File: config.mk
export PLATFORM = sky130hd
export DESIGN_NAME = pc_fetch_unit
export DESIGN_NICKNAME = d
export VERILOG_FILES = /design/src/rtl/pc_fetch_unit.sv
export SDC_FILE = /design/constraint.sdc
export NUM_CORES = 1
export LEC_CHECK = 0
export BUFFER_PORTS_ARGS = -buffer_cell sky130_fd_sc_hd__buf_2
export CAP_MARGIN = 20
export CORE_MARGIN = 1
export CORE_UTILIZATION = 40
export CTS_CLUSTER_SIZE = 16
export DETAILED_ROUTE_END_ITERATION = 8
export PLACE_DENSITY = 0.72
export SETUP_SLACK_MARGIN = 0.05
export SYNTH_ARGS = -nofsm -noshare
export SYNTH_HDL_FRONTEND = slang
export SYNTH_SLANG_ARGS = --single-unit
File: constraint.sdc
create_clock -name Clk -period 3.7 [get_ports Clk]
set_input_delay 0.37 -clock Clk [delete_from_list [all_inputs] [get_ports Clk]]
set_output_delay 0.37 -clock Clk [all_outputs]
set_load 0.01 [all_outputs]
File: src/rtl/pc_fetch_unit.sv
// PC register, single-outstanding fetch FSM and one-entry instruction slot.
// Redirects arriving mid-fetch are parked and replayed when the ack lands.
module pc_fetch_unit #(
    parameter logic [31:0] RESET_PC = 32'h0000_0000
) (
    input  logic        Clk,
    input  logic        Reset,
    input  logic        Stall,
    input  logic        BranchTaken,
    input  logic [31:0] BranchTarget,
    input  logic        JumpTaken,
    input  logic [31:0] JumpTarget,
    output logic [31:0] PCResult,
    input  logic [31:0] PCAddResult,
    output logic        IMemReq,
    output logic [31:0] IMemAddr,
    input  logic        IMemAck,
    input  logic [31:0] IMemData,
    output logic        InstrValid,
    output logic [31:0] Instruction,
    output logic [31:0] InstrPC
);

    typedef enum logic {IDLE, REQ} state_t;

    state_t      state;
    state_t      state_nxt;
    logic        redirect;
    logic [31:0] target;
    logic        consume;
    logic        pend_valid;
    logic [31:0] pend_target;

    assign redirect = JumpTaken | BranchTaken;
    assign target   = JumpTaken ? JumpTarget : BranchTarget;
    assign consume  = InstrValid & ~Stall;
    assign IMemAddr = PCResult;

    always_ff @(posedge Clk or posedge Reset) begin
        if (Reset) begin
            state <= IDLE;
        end else begin
            state <= state_nxt;
        end
    end

    always_comb begin
        state_nxt = state;
        IMemReq   = 1'b0;
        unique case (state)
            IDLE: begin
                if (!InstrValid || !Stall) begin
                    state_nxt = REQ;
                end
            end
            REQ: begin
                IMemReq = 1'b1;
                // a discarded response immediately re-issues at the new PC
                if (IMemAck && !redirect && !pend_valid) begin
                    state_nxt = IDLE;
                end
            end
            default: state_nxt = IDLE;
        endcase
    end

    always_ff @(posedge Clk or posedge Reset) begin
        if (Reset) begin
            PCResult    <= RESET_PC;
            InstrValid  <= 1'b0;
            Instruction <= 32'h0;
            InstrPC     <= 32'h0;
            pend_valid  <= 1'b0;
            pend_target <= 32'h0;
        end else if (state == IDLE) begin
            if (redirect) begin
                PCResult <= target;
            end
            if (redirect || consume) begin
                InstrValid <= 1'b0;
            end
        end else if (IMemAck) begin
            pend_valid <= 1'b0;
            if (redirect) begin
                PCResult   <= target;
                InstrValid <= 1'b0;
            end else if (pend_valid) begin
                PCResult <= pend_target;
                if (consume) begin
                    InstrValid <= 1'b0;
                end
            end else begin
                Instruction <= IMemData;
                InstrPC     <= PCResult;
                InstrValid  <= 1'b1;
                PCResult    <= PCAddResult;
            end
        end else if (redirect) begin
            // PC must hold while the fetch is in flight
            pend_valid  <= 1'b1;
            pend_target <= target;
            InstrValid  <= 1'b0;
        end else if (consume) begin
            InstrValid <= 1'b0;
        end
    end

endmodule

# Word-level counts from Yosys, hierarchy flattened

Cells that the tools add are included.

Equality and inequality tests: 1
Bitwise gates (word level): 7
Mux-type cells: 19
Reductions and logical operators: 15

Operator list:

| cell                                 | count |
|---|---|
| two-way mux 32 bit                   | 6 |
| two-way mux 1 bit                    | 12 |
| nonzero test 2 bit                   | 3 |
| NOT 1 bit                            | 5 |
| zero test 1 bit                      | 4 |
| AND reduction 2 bit                  | 2 |
| AND reduction 4 bit                  | 1 |
| AND reduction 3 bit                  | 1 |
| logical AND 1 bit                    | 2 |
| logical OR 1 bit                     | 2 |
| != test 2 bit, second input constant | 1 |
| case mux 1 bit (2 select lines)      | 1 |
| bitwise AND 1 bit                    | 1 |
| bitwise OR 1 bit                     | 1 |

Input port bits: 134
Word-level logic and storage cells: 49
Register bits after elaboration: 131

# Logic depth before layout (Yosys ltp)

Gate-level depths: netlist of the first run.

Word-level depth: 7
Gate-level depth with buffers: 6
Gate-level depth less buffers: 3

# Least setup slack after synthesis of the first run

Ideal clock, no wire load.

Path type: input to register
From: input JumpTaken
To: register InstrPC[23]
Stages on the path: 6
Arrival: 1616 ps
Required time: 3572 ps
Path slack: 1956 ps
Setup time: 128 ps
Cell sequence: buf_2 > or2_4 > nor3_4 > buf_4 > buf_6 > mux2_1

Word-level cells in the longest chain between the ends: 3

Ends and longest elaborated chain:

| what                          | line | RTL |
|---|---|---|
| start, declared               | 11   | `input logic JumpTaken,` |
| bitwise OR 1 bit              | 34   | `assign redirect = JumpTaken \| BranchTaken;` |
| NOT 1 bit (no line)           | --   |  |
| AND reduction 4 bit (no line) | --   |  |
| end signal, assigned          | 94   | `InstrPC <= PCResult;` |
| end, declared                 | 21   | `output logic [31:0] InstrPC` |

No other way between the ends.
A chain may end at the register's enable or synchronous reset.

# Final worst setup path of the first run

From: register state
To: register PCResult[23], in the netlist IMemAddr[23]

Word-level cells in the longest chain between the ends: 2
Elaborated cells on any way between the ends: 4

Ends and longest elaborated chain:

| what                                                          | line | RTL |
|---|---|---|
| start, declared                                               | 26   | `state_t state;` |
| start signal, assigned                                        | 43   | `state <= state_nxt;` |
| != test 2 bit (no line) or nonzero test 2 bit (tied branches) | --   |  |
| AND reduction 2 bit (no line)                                 | --   |  |
| end signal, assigned                                          | 77   | `PCResult <= target;` |
| end signal, assigned                                          | 85   | `PCResult <= target;` |
| end signal, assigned                                          | 88   | `PCResult <= pend_target;` |
| end, declared                                                 | 13   | `output logic [31:0] PCResult,` |

Parallel ways exist; a longest one is shown, timed or not.

==> results.sh, run 1 <==
export IMPL_status="complete, no violations"
export IMPL_viasPerCell=4.84
export IMPL_insertedDiodeCount=0
export IMPL_first_pass_iters=4
export IMPL_worst_slew_pin_slew_ns=1.02
export IMPL_top_usage_layer="met2"
export IMPL_io_pins=264
export IMPL_portBuffers=263
export IMPL_grt_setup_unrepaired="no"
export IMPL_post_place_ws_ns=1.25
export IMPL_synth_area_um2=6300
export IMPL_p_int_mw=3.41
export IMPL_syn_num_nets=599
export IMPL_areaGrowthSynthToFinish_pct=28.9
export IMPL_worstRegToRegCells=3
export IMPL_setup_tns_ns=0
export IMPL_reg2reg_slack_ns=1.57
export IMPL_die_x_um=127
export IMPL_rows=45
export IMPL_slowest_stage="mux2i_4"
export IMPL_drtAntennaViolNets=0
export IMPL_core_um2=15300
export IMPL_yosysTopAreaCell="dfrtp_1"
export IMPL_use_met2_pct=31.7
export IMPL_htreeDepth=4
export IMPL_ys_ff_latch=131
export IMPL_holdCritPathClass="in2async"
export IMPL_switching_share_pct=28.4
export IMPL_drt_wirelength_per_cell_um=16.0
export IMPL_yosysMostFrequentCell="dfrtp_1"
export IMPL_synthTopCellsByCount="131 x dfrtp_1, 87 x mux2i_1, 76 x mux2_2"
export IMPL_crit_type="reg2reg"
export IMPL_cts_resized=0
export IMPL_place_gp_congestion=0.779
export IMPL_crit_path_end_kind="register"
export IMPL_synthCells=465
export IMPL_grt_ovfl_total=0
export IMPL_p_sw_mw=1.35
export IMPL_use_met1_pct=22.5
export IMPL_max_slew_margin_pct=30.5
export IMPL_avgSynthCellArea_um2=13.5
export IMPL_cp_max_fo=24
export IMPL_critPathMaxStageDelay_ns=0.91
export IMPL_setup_ws_ns=1.57
export IMPL_tritoncts="built"
export IMPL_clock_skew_ns=0.00876
export IMPL_initial_core_util_pct=41.3
export IMPL_hold_viol=0
export IMPL_dr_first_iter_drc_count=210
export IMPL_met3_usage_pct=3.98
export IMPL_pwr_share_seq_pct=41.7
export IMPL_maxCapViolations=0
export IMPL_cp_data_arrival_time_ns=2.45
export IMPL_die_area_um2=16200
export IMPL_final_core_util_pct=53.2
export IMPL_start_kind="register"
export IMPL_crit_chain="mux2i_4 -> buf_4 -> mux2i_1"
export IMPL_num_nets_final=828
export IMPL_grt_max_degree=67
export IMPL_setup_viol=0
export IMPL_clk_pin_slew_ns=0.05
export IMPL_required_ns=4.02
export IMPL_cts_setup_buffers=0
export IMPL_drc=0
export IMPL_synth_edf_count=0
export IMPL_grt_pass1_vias=4511
export IMPL_clkLatencyLatePin_ns=0.41
export IMPL_irDropWorstVdd_uv=317
export IMPL_grtUsageTotal_pct=18.6
export IMPL_yosysWarnings=0
export IMPL_p_per_area_nw_per_um2=586
export IMPL_grt_pass1_wl_mm=23.1
export IMPL_final_area_um2=8120
export IMPL_timing_rr_start="state$_DFF_PP0_"
export IMPL_ys_seq_area_share_pct=52.1
export IMPL_hold_buffers=0
export IMPL_drive_gt1_share_pct=54.2
export IMPL_p_leak_nw=3.99
export IMPL_fin_crit_ns=2.13
export IMPL_clock_path_buffers=2
export IMPL_routed_wl_mm=14.7
export IMPL_fmax_mhz=469
export IMPL_period_share_pct=57.7
export IMPL_yosys_top_cells_area="dfrtp_1 52%, mux2i_1 14%, mux2_2 14%, mux2_1 6.8%, buf_4 4.3%"
export IMPL_p_comb_share_pct=24.5
export IMPL_p_clk_share_pct=33.8
export IMPL_place_area_um2=7550
export IMPL_cts_root_buffer="clkbuf_16"
export IMPL_die_h_um=127
export IMPL_cts_sinks=131
export IMPL_timing_rr_end="IMemAddr[23]$_DFFE_PP0P_"
export IMPL_async_reset_ff_share_pct=100
export IMPL_synth_top_area_share_pct=52.1
export IMPL_synth_flop_cell="dfrtp_1"
export IMPL_dpl_hpwl_mm=10.5
export IMPL_antenna_found_initial=0
export IMPL_vias=4440
export IMPL_synth_distinct_cells=21
export IMPL_nFillCells=1343
export IMPL_slew_violations=0
export IMPL_numCtsBuffers=17
==> routing by layer <==
metal | wire length (µm) | share of wire (%)
met5 | 0 | 0
met4 | 350 | 2.4
met3 | 657 | 4.5
met2 | 7310 | 50
met1 | 6360 | 43
==> stage by stage <==
| step | std cells | hold WS, ns | power [mW] |
|---|---|---|---|
| global route | 917 | 0.169 | 5.02 |
| global placement | 886 | 0.462 | 3.14 |
| detailed placement | 886 | 0.473 | 3.19 |
| finish | 917 | 0.156 | 4.76 |
| floorplan | 465 | 0.474 | 2.72 |
| CTS | 917 | 0.160 | 4.83 |
==> critical path: cells and delay by family, from the launching register on <==
kind                   cells  cell delay [ns]
buffers and inverters      1             0.36
muxes                      2             1.12
DFF                        1             0.55
==> cell usage in the layout (no fill, tap or decap), types with 9 or more instances in the layout <==
cell         n
buf_2      263
dfrtp_1    130
mux2i_1     87
mux2_2      76
mux2_1      38
o21ai_0     23
o31ai_1     23
clkbuf_16   17
buf_4       10
inv_1        9
==> kinds of logic (layout without fill, tap and decap cells) <==
logic type	count (synthesis)	after routing	synth area share, %
compound gates	50	50	4.93
buf+inv	74	315	7.59
flops	131	131	52.1
mux	202	202	34.6
simple gates	8	8	0.855
==> layout make-up <==
class,instances,area (µm²),share of cell area (%)
clock buffer,26,489,6.03
clock inverter,5,75.1,0.925
inverter,10,41.3,0.509
timing repair buffer,274,1410,17.4
sequential,131,3280,40.4
multi-input combinational,260,2560,31.5
tap,211,264,3.25
==> state kept, by name, indices dropped and copies added (netlist names) <==
register	count
pend_valid	1
InstrValid	1
InstrPC	32
state	1
Instruction	32
pend_target	32
IMemAddr	32
==> worst max path at each step <==
stage                          from                          end  slack [ns]  depth (start not counted)
floorplan                     Reset      IMemAddr[0]$_DFFE_PP0P_        1.71                          1
global placement            IMemAck  Instruction[11]$_DFFE_PP0P_        1.33                          5
detailed placement          IMemAck  Instruction[16]$_DFFE_PP0P_        1.25                          5
CTS                 state$_DFF_PP0_     IMemAddr[23]$_DFFE_PP0P_        1.53                          3
global route        state$_DFF_PP0_     IMemAddr[23]$_DFFE_PP0P_        1.40                          3
finish              state$_DFF_PP0_     IMemAddr[23]$_DFFE_PP0P_        1.57                          3
==> power by group through the flow <==
stage / sequential, mW / clock [mW] / combinational [mW]
global placement: 1.99 / 0 / 1.15
floorplan: 2.11 / 0 / 0.603
CTS: 1.99 / 1.65 / 1.19
detailed placement: 2.01 / 0 / 1.18
global route: 2.04 / 1.71 / 1.27
finish: 1.99 / 1.61 / 1.17
Power figures use the tool's default switching activity.
==> run 2: changes to the inputs <==
- clock period: 3.7 -> 1.9 ns (I/O delays scaled with it)
==> run 2 against run 1 <==
  * Sequential share of layout area fell by 1.1 points
  * Design area grew 2.7%
  * Combinational power rose by 97%
  * Largest cell class unchanged
  * Highest routed layer unchanged
  * Setup slack worse by 1.3 ns
  * Worst hold slack worse by 0.14 ns
  * Critical path type unchanged
  * Utilization rose by 1.5 points
==> results.sh, run 2 (same netlist as run 1, synthesis figures left out) <==
export IMPL_grt_pass1_wl_mm=23.2
export IMPL_dpl_hpwl_mm=10.4
export IMPL_io_pins=264
export IMPL_numCtsBuffers=17
export IMPL_drt_wirelength_per_cell_um=15.8
export IMPL_die_h_um=127
export IMPL_holdCritPathClass="in2reg"
export IMPL_die_x_um=127
export IMPL_pwr_share_seq_pct=41.7
export IMPL_slew_violations=0
export IMPL_startpoint="pend_valid$_DFFE_PP0P_"
export IMPL_clock_skew_ns=0.00775
export IMPL_p_clk_share_pct=33.3
export IMPL_initial_core_util_pct=41.3
export IMPL_drive_gt1_share_pct=53.7
export IMPL_cp_data_arrival_time_ns=1.94
export IMPL_drc=0
export IMPL_p_per_area_nw_per_um2=1110
export IMPL_worst_slew_pin_slew_ns=0.492
export IMPL_whs_ns=0.0204
export IMPL_fmax_mhz=602
export IMPL_routed_wl_mm=14.8
export IMPL_critPathMaxStageDelay_ns=0.53
export IMPL_fin_crit_ns=1.66
export IMPL_timing_rr_end="InstrPC[24]$_DFFE_PP0P_"
export IMPL_tritoncts="built"
export IMPL_p_sw_mw=2.66
export IMPL_cts_root_buffer="clkbuf_16"
export IMPL_clkLatencyLatePin_ns=0.41
export IMPL_die_area_um2=16200
export IMPL_nFillCells=1292
export IMPL_p_comb_share_pct=25.0
export IMPL_period_share_pct=87.4
export IMPL_max_slew_margin_pct=67.1
export IMPL_grt_pass1_vias=4599
export IMPL_antenna_found_initial=1
export IMPL_crit_path_end_kind="register"
export IMPL_clock_path_buffers=2
export IMPL_num_nets_final=844
export IMPL_hold_viol=0
export IMPL_crit_chain="nor3_4 -> buf_4 -> mux2_1"
export IMPL_grtUsageTotal_pct=18.8
export IMPL_maxCapViolations=0
export IMPL_areaGrowthSynthToFinish_pct=32.4
export IMPL_place_gp_congestion=0.744
export IMPL_setup_tns_ns=0
export IMPL_setup_viol=0
export IMPL_required_ns=2.18
export IMPL_crit_type="reg2reg"
export IMPL_final_core_util_pct=54.7
export IMPL_drtAntennaViolNets=0
export IMPL_htreeDepth=4
export IMPL_grt_max_degree=63
export IMPL_clk_pin_slew_ns=0.06
export IMPL_viasPerCell=4.78
export IMPL_cp_max_fo=20
export IMPL_reg2reg_slack_ns=0.24
export IMPL_p_leak_nw=4.06
export IMPL_dr_first_iter_drc_count=120
export IMPL_grt_ovfl_total=0
export IMPL_cts_sinks=131
export IMPL_rows=45
export IMPL_p_int_mw=6.59
export IMPL_start_kind="register"
export IMPL_layout_common_cells="263 x buf_2, 129 x dfrtp_1, 87 x mux2i_1, 76 x mux2_2, 38 x mux2_1"
export IMPL_timing_rr_start="pend_valid$_DFFE_PP0P_"
export IMPL_core_um2=15300
export IMPL_vias=4468
export IMPL_irDropWorstVdd_uv=536
export IMPL_grt_setup_unrepaired="no"
export IMPL_final_common_cell="buf_2"
export IMPL_worstRegToRegCells=3
export IMPL_first_pass_iters=4
export IMPL_portBuffers=263
export IMPL_status="complete, no violations"
export IMPL_slowest_stage="dfrtp_2"
export IMPL_switching_share_pct=28.8
export IMPL_crit_end="InstrPC[24]$_DFFE_PP0P_"
==> run 2: cell count changes in the layout (fill, tap and decap cells not counted) <==
cell           delta
buf_4             -4
clkbuf_8          -2
diode_2           +2
clkinv_2          +1
dfrtp_1           -1
dfrtp_2           +1
dlygate4sd3_1    +15
clkbuf_1          -3
buf_12            +5
clkinvlp_4        +4
==> run 2: per-stage QoR <==
stage / setup WS, ns / instance area [µm²] / power [mW] / cells
6_report: 0.239 / 8340 / 9.26 / 935
5_1_grt: 0.172 / 8340 / 9.79 / 934
4_1_cts: 0.128 / 8330 / 9.39 / 933
3_5_place_dp: 0.170 / 7620 / 6.23 / 887
3_3_place_gp: 0.243 / 7620 / 6.13 / 887
2_1_floorplan: 0.0868 / 6300 / 5.29 / 465
==> run 2: layout make-up <==
cell class / instances / area [µm²] / share of cell area, %
flip-flops and latches: 131 / 3280 / 39.3
multi-input cells: 260 / 2560 / 30.7
well taps: 211 / 264 / 3.17
clock inverters: 10 / 110 / 1.32
inverters: 10 / 41.3 / 0.495
diodes: 2 / 5.00 / 0.0600
clock buffers: 21 / 450 / 5.40
repair buffers: 290 / 1630 / 19.6
==> run 2: worst min-delay path by stage <==
stage / from / end / slack [ns] / cells past startpoint
CTS: IMemData[1] / Instruction[1]$_DFFE_PP0P_ / 0.00005 / 2
finish: IMemData[12] / Instruction[12]$_DFFE_PP0P_ / 0.02 / 2
detailed placement: Reset / Instruction[19]$_DFFE_PP0P_ / 0.16 / 2
global route: IMemData[20] / Instruction[20]$_DFFE_PP0P_ / 0.0005 / 2
floorplan: IMemData[0] / Instruction[0]$_DFFE_PP0P_ / 0.32 / 1
global placement: Reset / Instruction[23]$_DFFE_PP0P_ / 0.16 / 2
==> run 2: per-layer routing <==
metal,routed length (µm),vias to the layer above,track usage (%)
met1,6320,2160,22.3
met4,305,0,8.40
li1,-,2134,-
met5,0,-,0
met2,7400,158,32.2
met3,726,16,4.40
==> run 2: what timing repair did <==
action / in CTS / in global routing
hold endpoints to repair: 23 / 0
setup buffers: 0 / 0
setup endpoints to repair: 0 / 1
hold buffers: 15 / 0
resized for setup: 0 / 1
==> run 2: worst max-delay path: cells and delay by family, from the launching register on <==
kind	cells	cell delay [ns]
buffers and inverters	1	0.34
flip-flops	1	0.53
multiplexers	1	0.36
AND/OR/NAND/NOR	1	0.29
==> run 2: power by group through the flow <==
stage / Combinational [mW] / Sequential (mW) / Clock [mW]
floorplan: 1.17 / 4.12 / 0
global placement: 2.26 / 3.87 / 0
detailed placement: 2.32 / 3.91 / 0
CTS: 2.35 / 3.87 / 3.18
global route: 2.51 / 3.95 / 3.32
finish: 2.31 / 3.86 / 3.08
